[src/rtl/rtc_pkg.sv]
// Shared definitions for the RTC read sequencer and the display register bank.
//   - RTC_TBL_LEN      : number of RTC registers swept per scan
//   - ST_*             : sequencer state encoding
//   - rtc_tbl_addr()   : scan index -> RTC register address
package rtc_pkg;

    localparam int RTC_TBL_LEN = 11;
    localparam int RTC_IDX_W   = 4;

    localparam logic [2:0] ST_IDLE    = 3'd0;
    localparam logic [2:0] ST_RD_REQ  = 3'd1;
    localparam logic [2:0] ST_LOAD    = 3'd2;
    localparam logic [2:0] ST_NEXT    = 3'd3;
    localparam logic [2:0] ST_WR_REQ  = 3'd4;
    localparam logic [2:0] ST_WR_DONE = 3'd5;

    function automatic logic [7:0] rtc_tbl_addr(input logic [RTC_IDX_W-1:0] idx);
        logic [7:0] a;
        case (idx)
            4'd0:    a = 8'h21;
            4'd1:    a = 8'h22;
            4'd2:    a = 8'h23;
            4'd3:    a = 8'h24;
            4'd4:    a = 8'h25;
            4'd5:    a = 8'h26;
            4'd6:    a = 8'h27;
            4'd7:    a = 8'h28;
            4'd8:    a = 8'h41;
            4'd9:    a = 8'h42;
            4'd10:   a = 8'h43;
            default: a = 8'h00;
        endcase
        return a;
    endfunction

endpackage

[src/rtl/seq_timer.sv]
// Periodic timer with terminal-count pulse.
//   clk, rst_n : clock, async active-low reset
//   en_i       : run; while low the count is held at zero
//   tc_o       : high for one cycle every PERIOD enabled cycles
// The first tc_o arrives in the PERIOD-th enabled cycle after the count
// leaves zero, so re-enabling restarts the full period. PERIOD must be >= 2.
module seq_timer #(
    parameter int unsigned PERIOD = 2
) (
    input  logic clk,
    input  logic rst_n,
    input  logic en_i,
    output logic tc_o
);

    localparam int unsigned CW = (PERIOD > 2) ? $clog2(PERIOD) : 1;
    localparam logic [CW-1:0] RELOAD = CW'(PERIOD - 1);

    logic [CW-1:0] cnt_q, cnt_d;

    // Zero acts as "reload" so the reset value of zero costs one extra
    // cycle, which together with the terminal count at one yields a
    // period of exactly PERIOD cycles.
    always_comb begin
        cnt_d = cnt_q;
        if (!en_i) begin
            cnt_d = '0;
        end else if (cnt_q == '0) begin
            cnt_d = RELOAD;
        end else begin
            cnt_d = cnt_q - 1'b1;
        end
    end

    always_ff @(posedge clk or negedge rst_n) begin
        if (!rst_n) begin
            cnt_q <= '0;
        end else begin
            cnt_q <= cnt_d;
        end
    end

    assign tc_o = en_i && (cnt_q == CW'(1));

endmodule

[src/rtl/rtc_read_sequencer.sv]
// Sweeps the RTC register table into the display register bank, on demand
// or periodically, and interleaves user write transactions.
//   clk, rst_n                    : clock, async active-low reset
//   start                         : request an immediate scan
//   wr_req, wr_addr, wr_data      : user write, held until wr_done
//   bus_req/we/addr/wdata         : transaction request to the RTC bus
//   bus_ack, bus_rdata            : transaction complete, read value
//   address, AoD, data_vga        : display bank load port (AoD low = load)
//   busy, wr_done, scan_done, err : status; err is a sticky timeout flag
//
// state      | meaning
// IDLE       | waiting for write, start or refresh expiry
// RD_REQ     | reading table[index] from the RTC
// LOAD       | one-cycle load of the captured value into the bank
// NEXT       | advance index, service a write, or finish the scan
// WR_REQ     | writing wr_data to wr_addr
// WR_DONE    | write complete, resume scan or return to idle
module rtc_read_sequencer
    import rtc_pkg::*;
#(
    parameter int unsigned REFRESH_CYCLES = 1_000_000,
    parameter int unsigned TIMEOUT_CYCLES = 255
) (
    input  logic       clk,
    input  logic       rst_n,
    input  logic       start,
    input  logic       wr_req,
    input  logic [7:0] wr_addr,
    input  logic [7:0] wr_data,
    output logic       bus_req,
    output logic       bus_we,
    output logic [7:0] bus_addr,
    output logic [7:0] bus_wdata,
    input  logic       bus_ack,
    input  logic [7:0] bus_rdata,
    output logic [7:0] address,
    output logic       AoD,
    output logic [7:0] data_vga,
    output logic       busy,
    output logic       wr_done,
    output logic       scan_done,
    output logic       err
);

    logic [2:0]           state_q, state_d;
    logic [RTC_IDX_W-1:0] idx_q, idx_d;
    logic [7:0]           rdata_q, rdata_d;
    logic                 err_q, err_d;
    logic                 scan_done_q, scan_done_d;
    logic                 start_pend_q, start_pend_d;
    logic                 refr_pend_q, refr_pend_d;
    logic                 scan_act_q, scan_act_d;
    logic                 refr_tc, to_tc, in_bus_st;

    assign in_bus_st = (state_q == ST_RD_REQ) || (state_q == ST_WR_REQ);

    seq_timer #(.PERIOD(REFRESH_CYCLES)) u_refresh (
        .clk  (clk),
        .rst_n(rst_n),
        .en_i (1'b1),
        .tc_o (refr_tc)
    );

    // Held at zero outside the bus states, so every entry into RD_REQ or
    // WR_REQ starts a fresh timeout window.
    seq_timer #(.PERIOD(TIMEOUT_CYCLES)) u_timeout (
        .clk  (clk),
        .rst_n(rst_n),
        .en_i (in_bus_st),
        .tc_o (to_tc)
    );

    always_comb begin
        state_d      = state_q;
        idx_d        = idx_q;
        rdata_d      = rdata_q;
        err_d        = err_q;
        scan_done_d  = 1'b0;
        start_pend_d = start_pend_q;
        refr_pend_d  = refr_pend_q;
        scan_act_d   = scan_act_q;

        if (start) begin
            err_d = 1'b0;
        end
        if (refr_tc) begin
            refr_pend_d = 1'b1;
        end
        // A start that lands on a write (including one that wins priority
        // in IDLE) is remembered; a start mid-scan is dropped.
        if (start && ((state_q == ST_WR_REQ) || (state_q == ST_WR_DONE) ||
                      ((state_q == ST_IDLE) && wr_req))) begin
            start_pend_d = 1'b1;
        end

        case (state_q)
            ST_IDLE: begin
                if (wr_req) begin
                    state_d = ST_WR_REQ;
                end else if (start || start_pend_q || refr_tc || refr_pend_q) begin
                    state_d      = ST_RD_REQ;
                    idx_d        = '0;
                    start_pend_d = 1'b0;
                    refr_pend_d  = 1'b0;
                    scan_act_d   = 1'b1;
                end
            end
            ST_RD_REQ: begin
                if (bus_ack) begin
                    rdata_d = bus_rdata;
                    state_d = ST_LOAD;
                end else if (to_tc) begin
                    err_d   = 1'b1;
                    state_d = ST_NEXT;
                end
            end
            ST_LOAD: begin
                state_d = ST_NEXT;
            end
            ST_NEXT: begin
                if (wr_req) begin
                    state_d = ST_WR_REQ;
                end else if (idx_q < RTC_IDX_W'(RTC_TBL_LEN - 1)) begin
                    idx_d   = idx_q + 1'b1;
                    state_d = ST_RD_REQ;
                end else begin
                    state_d     = ST_IDLE;
                    scan_done_d = 1'b1;
                    scan_act_d  = 1'b0;
                end
            end
            ST_WR_REQ: begin
                if (bus_ack || to_tc) begin
                    if (!bus_ack) begin
                        err_d = 1'b1;
                    end
                    state_d = ST_WR_DONE;
                end
            end
            ST_WR_DONE: begin
                state_d = scan_act_q ? ST_NEXT : ST_IDLE;
            end
            default: begin
                state_d = ST_IDLE;
            end
        endcase
    end

    always_ff @(posedge clk or negedge rst_n) begin
        if (!rst_n) begin
            state_q      <= ST_IDLE;
            idx_q        <= '0;
            rdata_q      <= '0;
            err_q        <= 1'b0;
            scan_done_q  <= 1'b0;
            start_pend_q <= 1'b0;
            refr_pend_q  <= 1'b0;
            scan_act_q   <= 1'b0;
        end else begin
            state_q      <= state_d;
            idx_q        <= idx_d;
            rdata_q      <= rdata_d;
            err_q        <= err_d;
            scan_done_q  <= scan_done_d;
            start_pend_q <= start_pend_d;
            refr_pend_q  <= refr_pend_d;
            scan_act_q   <= scan_act_d;
        end
    end

    // Outputs decode straight from the state so reset reaches them
    // asynchronously and the bank address is zero outside LOAD.
    assign busy      = (state_q != ST_IDLE);
    assign bus_req   = in_bus_st;
    assign bus_we    = (state_q == ST_WR_REQ);
    assign bus_addr  = (state_q == ST_RD_REQ) ? rtc_tbl_addr(idx_q) :
                       (state_q == ST_WR_REQ) ? wr_addr : 8'h00;
    assign bus_wdata = (state_q == ST_WR_REQ) ? wr_data : 8'h00;
    assign address   = (state_q == ST_LOAD) ? rtc_tbl_addr(idx_q) : 8'h00;
    assign AoD       = (state_q != ST_LOAD);
    assign data_vga  = rdata_q;
    assign wr_done   = (state_q == ST_WR_DONE);
    assign scan_done = scan_done_q;
    assign err       = err_q;

endmodule
[config.mk]
export PLATFORM = sky130hd
export DESIGN_NAME = rtc_read_sequencer
export DESIGN_NICKNAME = d
export VERILOG_FILES = /design/src/rtl/rtc_pkg.sv /design/src/rtl/seq_timer.sv /design/src/rtl/rtc_read_sequencer.sv
export SDC_FILE = /design/constraint.sdc
export NUM_CORES = 1
export LEC_CHECK = 0
export ABC_CLOCK_PERIOD_IN_PS = 2400
export CAP_MARGIN = 20
export CORE_UTILIZATION = 42
export DETAILED_ROUTE_END_ITERATION = 10
export PLACE_DENSITY = 0.71
export SKIP_LAST_GASP = 1
export SYNTH_ARGS = -nofsm -noshare
export SYNTH_HDL_FRONTEND = slang
export SYNTH_SLANG_ARGS = --single-unit
[constraint.sdc]
create_clock -name clk -period 2.4 [get_ports clk]
set_input_delay 0.48 -clock clk [delete_from_list [all_inputs] [get_ports clk]]
set_output_delay 0.48 -clock clk [all_outputs]
set_load 0.02 [all_outputs]
=== After elaboration in Yosys (flattened, before gate mapping) ===
Memories as Yosys holds them, arrays and structs flattened.
Index checks and enable logic that the tools add are counted.

* Memory bits (read-only): 192
* Bits in registers: 48
* Output and inout bits: 39
* Memories: 2
* Input port bits: 29

{| class="wikitable"
|+ Memories
! name !! words !! width !! read ports !! clocked after Yosys merged registers in !! wr ports !! line !! source
|-
| (no name shown) || 16 || 6 || 1 || 0 || 0 || rtc_pkg.sv:19 || <nowiki>case (idx)</nowiki>
|-
| (no name shown) || 16 || 6 || 1 || 0 || 0 || rtc_pkg.sv:19 ||
|}

* Multiplexer cells: 43
* Add/subtract/negate cells: 3
* Order comparisons: 1
* Reductions and logical operators: 19
* Equality and inequality tests: 16

{| class="wikitable"
|+ Operator list
! operator !! number
|-
| 8-bit two-way mux || 6
|-
| 1-bit two-way mux || 21
|-
| 20-bit by 1-bit equality test with 1-bit output (second input constant) || 1
|-
| 20-bit logical NOT || 1
|-
| 20-bit two-way mux || 1
|-
| 20-bit by 1-bit subtractor with 20-bit output (second input constant) || 1
|-
| 3-bit two-way mux || 6
|-
| 3-bit one-hot mux with 6 select lines || 1
|-
| 4-bit two-way mux || 4
|-
| 5-bit AND reduction || 2
|-
| 8-bit by 1-bit equality test with 1-bit output (second input constant) || 1
|-
| 8-bit logical NOT || 1
|-
| 2-bit != test (second input constant) || 4
|-
| 4-bit one-hot mux with 2 select lines || 1
|-
| 8-bit by 1-bit subtractor with 8-bit output (second input constant) || 1
|-
| 1-bit logical OR || 7
|-
| 3-bit by 2-bit equality test with 1-bit output (second input constant) || 2
|-
| 3-bit equality test (second input constant) || 2
|-
| 3-bit by 2-bit != test with 1-bit output (second input constant) || 2
|-
| 4-bit by 1-bit adder with 4-bit output (second input constant) || 1
|-
| 4-bit less-than comparator (second input constant) || 1
|-
| 2-bit by 1-bit != test with 1-bit output (second input constant) || 2
|-
| 1-bit one-hot mux with 2 select lines || 2
|-
| 3-bit by 1-bit equality test with 1-bit output (second input constant) || 1
|-
| other kinds (8) || 10
|}

=== Longest topological paths before layout ===
* Depth in word-level cells: 8
* Depth in mapped cells: 7
* Mapped depth without buffers: 7

=== Modules after synthesis ===
A second synthesis with hierarchy kept.

* Cell total of the unflattened synthesis: 277
* Area, all modules: 2829.0 µm²

{| class="wikitable"
|+ Modules (own cells, without submodules)
! module !! sequential area each (µm²) !! area each (µm²) !! instances !! cells each
|-
| rtc_read_sequencer || 500.5 || 1327.5 || 1 || 135
|-
| seq_timer at u_refresh || 500.5 || 1076.0 || 1 || 102
|-
| seq_timer at u_timeout || 200.2 || 425.4 || 1 || 40
|}

=== Least setup slack after synthesis ===
No wires, ideal clock.

* Kind: reg-to-output
* From: register state_q[2]
* To: output bus_addr[0]
* Path slack: 28 ps
* Data arrival time: 1892 ps
* Data required time: 1920 ps
* Path buffers: 1
* Cell stages (with the launch flop): 5
* Cells stage by stage: dfrtp_1 > clkbuf_1 > inv_2 > nor3_1 > a22o_1

* Cells in the longest elaborated chain, start to end: 3
* Elaborated cells between the ends (all ways): 4

{| class="wikitable"
|+ Ends and longest elaborated chain
! item !! line !! source
|-
| start: declaration || rtc_read_sequencer.sv:45 || <nowiki>logic [2:0] state_q, state_d;</nowiki>
|-
| start signal: assignment || rtc_read_sequencer.sv:160 || <nowiki>state_q <= state_d;</nowiki>
|-
| 3-bit equality test || -- ||
|-
| named net bus_we || rtc_read_sequencer.sv:31 || <nowiki>output logic bus_we,</nowiki>
|-
| 8-bit two-way mux || rtc_read_sequencer.sv:177 || <nowiki>(state_q == ST_WR_REQ) ? wr_addr : 8'h00;</nowiki>
|-
| 8-bit two-way mux || rtc_read_sequencer.sv:176 || <nowiki>assign bus_addr = (state_q == ST_RD_REQ) ? rtc_tbl_addr(idx_q) :</nowiki>
|-
| end: declaration || rtc_read_sequencer.sv:32 || <nowiki>output logic [7:0] bus_addr,</nowiki>
|}

The timed path passes the listed nets, and every way through them passes these cells.

=== Worst setup path in the final report ===
* From: register state_q[1]
* To: output bus_req

* Cells in the longest elaborated chain, start to end: 2
* Elaborated cells between the ends (all ways): 3

{| class="wikitable"
|+ Ends and longest elaborated chain
! item !! line !! source
|-
| 3-bit by 1-bit equality test with 1-bit output / 3-bit equality test (equally long branches) || rtc_read_sequencer.sv:55 || <nowiki>assign in_bus_st = (state_q == ST_RD_REQ) || (state_q == ST_WR_REQ);</nowiki>
|-
| 1-bit logical OR * || rtc_read_sequencer.sv:55 ||
|-
| end: declaration || rtc_read_sequencer.sv:30 || <nowiki>output logic bus_req,</nowiki>
|}

Every way passes the cells marked *; elsewhere a longest branch is shown, timed or not.

==> impl_metrics.tcl <==
set metrics [dict create \
    async_reset_ff_share_pct 100 \
    hold_path_class "in -> async" \
    dp_hpwl_mm 4.19 \
    core.rowCount 28 \
    drtPass1Iterations 4 \
    die_area_mm2 0.00646 \
    final_core_util_pct 59.2 \
    cts_made_buffers 5 \
    grt_start_max_net_pins 49 \
    synth.top_cells.by_count "48 x dfrtp_1, 26 x nor2_1, 22 x nand2_1" \
    grt_pass1_wl_mm 9.43 \
    ys_warn_count 0 \
    final_hold_viol_count 0 \
    routedWlPerCell_um 13.3 \
    synth_top_area_share_pct 46.6 \
    vias 2129 \
    core_mm2 0.00592 \
    final_cells 419 \
    synth_cells 264 \
    syn_to_final_growth_pct 35.8 \
    grt_pass1_vias 2067 \
    placed_area_mm2 0.00340 \
    power.density_mw_per_mm2 969 \
    setup_ws_ns 0.128 \
    dp_cells 411 \
    maxCapViolations 0 \
    cts_tree "built" \
    synth.distinct_cells 52 \
    setup_viol_count_final 0 \
    start_kind "register" \
    path_clk_slew_ns 0.09 \
    status "finished clean" \
    cp_data_arrival_time_ns 1.79 \
    routed_via_density 5.08 \
    holdBufCountCts 0 \
    synth_edf_count 0 \
    fin_crit_ns 2.27 \
    seqCellArea_mm2 0.00120 \
    drv_slew 0 \
    whs_ns 0.151 \
    crit_chain "buf_4 > nand2b_1 > inv_2 > clkdlybuf4s50_1" \
    initial_core_util_pct 43.6 \
    cts_sinks 48 \
    leakagePower_nw 1.70 \
    synthXorXnorAreaFrac_pct 7.13 \
    layout-drive-gt1-share_pct 10.8 \
    synth_top_family_by_area "simple AND/OR/NAND/NOR gates" \
    drcViolationCount 0 \
    cpMaxStageDelayCell "clkdlybuf4s50_1" \
    critical_path_class "reg -> out" \
    synth_compound_area_share_pct 9.12 \
    max_stage_delay_ns 0.60 \
    antenna_found_initial 0 \
    fin_tns_setup_ns 0 \
    fin_total_pwr_mw 3.39 \
    clock_path_buffers 2 \
    timing.fmax_mhz 440 \
    regToRegSetupSlack_ns 0.14 \
    yosysMostFrequentCell "dfrtp_1" \
    ys_seq_area_share_pct 46.6 \
    finalWirelength_mm 5.59 \
    critPathMaxFanout 7 \
    cp.required_ns 1.92 \
    multi_input_area_mm2 0.00126 \
    final_nets 380 \
    die_h_um 80.4 \
    ios 68 \
    grt-ovfl-total 0 \
    first_iter_violations 125 \
    rsz0062_at_grt "no" \
    synth_top_cell_by_area "dfrtp_1" \
    avgSynthCellArea_um2 9.77 \
    fill_cells 513 \
    cp-endpoint "bus_req" \
    cp-startpoint "state_q[1]" \
    grtUsageTotal_pct 19.0 \
    netlist_top_cells_area "dfrtp_1 47%, ha_1 3.9%, nor2_1 3.8%" \
    end_kind "primary output" \
    num_antenna_cells 0 \
    clk_latency_ns 0.30 \
    syn_area_mm2 0.00258 \
    fp.dieW_um 80.4 \
    synth.mux.area_fraction_pct 4.85 \
    rr_worst_depth 5 \
    finalWeightedCongestion 0.763 \
    r2r_start "u_refresh.cnt_q[11]" \
    cts_root_buf "clkbuf_8" \
    fin_crit_sh_pct 94.7 \
    yosys.area_share.simple_pct 23.7 \
    ys_seq_elements 48 \
    ant_nets 0 \
    r2r_end "u_refresh.cnt_q[5]" \
    skew_ns 0.00336 \
    port_buffers 65 \
    htreeDepth 2 \
    ys.flop_type "dfrtp_1" \
    synthAdderAreaFrac_pct 3.88 \
    fin_area_mm2 0.00350 \
    post_cts_buffers 0 \
    pre_cts_ws_ns 0.155 \
    ir_worst_vdd_uv 527 \
]
==> where the power goes <==
part	switching, mW	internal [mW]	total [mW]
registers	0.140	0.988	1.13
logic	0.885	0.799	1.68
clock network	0.273	0.308	0.582
==> timing repair <==
action,in CTS,in global routing
gates cloned,0,0
gates resized for setup,18,4
endpoints found under the setup margin,18,4
==> per-layer routing <==
metal	vias to the layer above	track usage, %	wire length [um]
met4	0	7.50	91
met5	-	0	0
met2	39	32.5	2720
met3	9	3.64	198
li1	1075	-	-
met1	1006	23.5	2580
==> sequential cells by signal, indices dropped and copies added (netlist names), 3 cells and up <==
| signal | count |
|---|---|
| u_refresh.cnt_q | 20 |
| u_timeout.cnt_q | 8 |
| state_q | 3 |
| idx_q | 4 |
| data_vga | 8 |
==> area by class of cell <==
type                            instances  area share [%]
Sequential cell                        48            34.3
Multi-Input combinational cell        190            36.1
Timing Repair Buffer                   82            22.0
Tap cell                               75            2.68
Clock buffer                            5            1.96
Clock inverter                          3            1.21
Inverter                               16            1.71
==> critical path, delay by kind of cell, from the launching register on <==
family	cells	cell delay, ns
flops	1	0.45
simple gates	1	0.17
buf+inv	3	0.88
==> how the worst min path moves through the flow <==
stage | startpoint | end | slack [ns] | depth (start not counted)
after global placement | data_vga[7] | data_vga[7] | 0.47 | 1
final | rst_n | u_timeout.cnt_q[7] | 0.15 | 2
after CTS | rst_n | data_vga[1] | 0.15 | 2
after detailed placement | u_refresh.cnt_q[14] | u_refresh.cnt_q[14] | 0.47 | 1
after floorplan | rst_n | data_vga[0] | 0.18 | 0
after global routing | rst_n | u_timeout.cnt_q[7] | 0.17 | 2
==> layout by cell type, fill, tap and decap left out, types with 4 or more instances in the layout <==
| cell | n |
|---|---|
| a21oi_1 | 13 |
| and2_1 | 4 |
| and3_1 | 12 |
| buf_4 | 16 |
| clkbuf_8 | 5 |
| clkdlybuf4s50_1 | 43 |
| dfrtp_1 | 47 |
| dlygate4sd2_1 | 18 |
| ha_1 | 8 |
| inv_1 | 12 |
| mux2_1 | 8 |
| nand2_1 | 22 |
| nor2_1 | 26 |
| nor3_1 | 16 |
| nor4_1 | 5 |
| o21ai_1 | 4 |
| xnor2_1 | 10 |
| xor2_1 | 11 |
==> cells by family (layout without fill, tap and decap cells) <==
logic type | Yosys count | count (layout)
buf+inv | 27 | 106
xor+xnor | 21 | 21
compound gates | 36 | 36
flops | 48 | 48
mux | 11 | 11
fa+ha+maj | 8 | 8
other cells | 1 | 2
simple gates | 112 | 112
No activity file was read; power rests on OpenSTA's default activity.
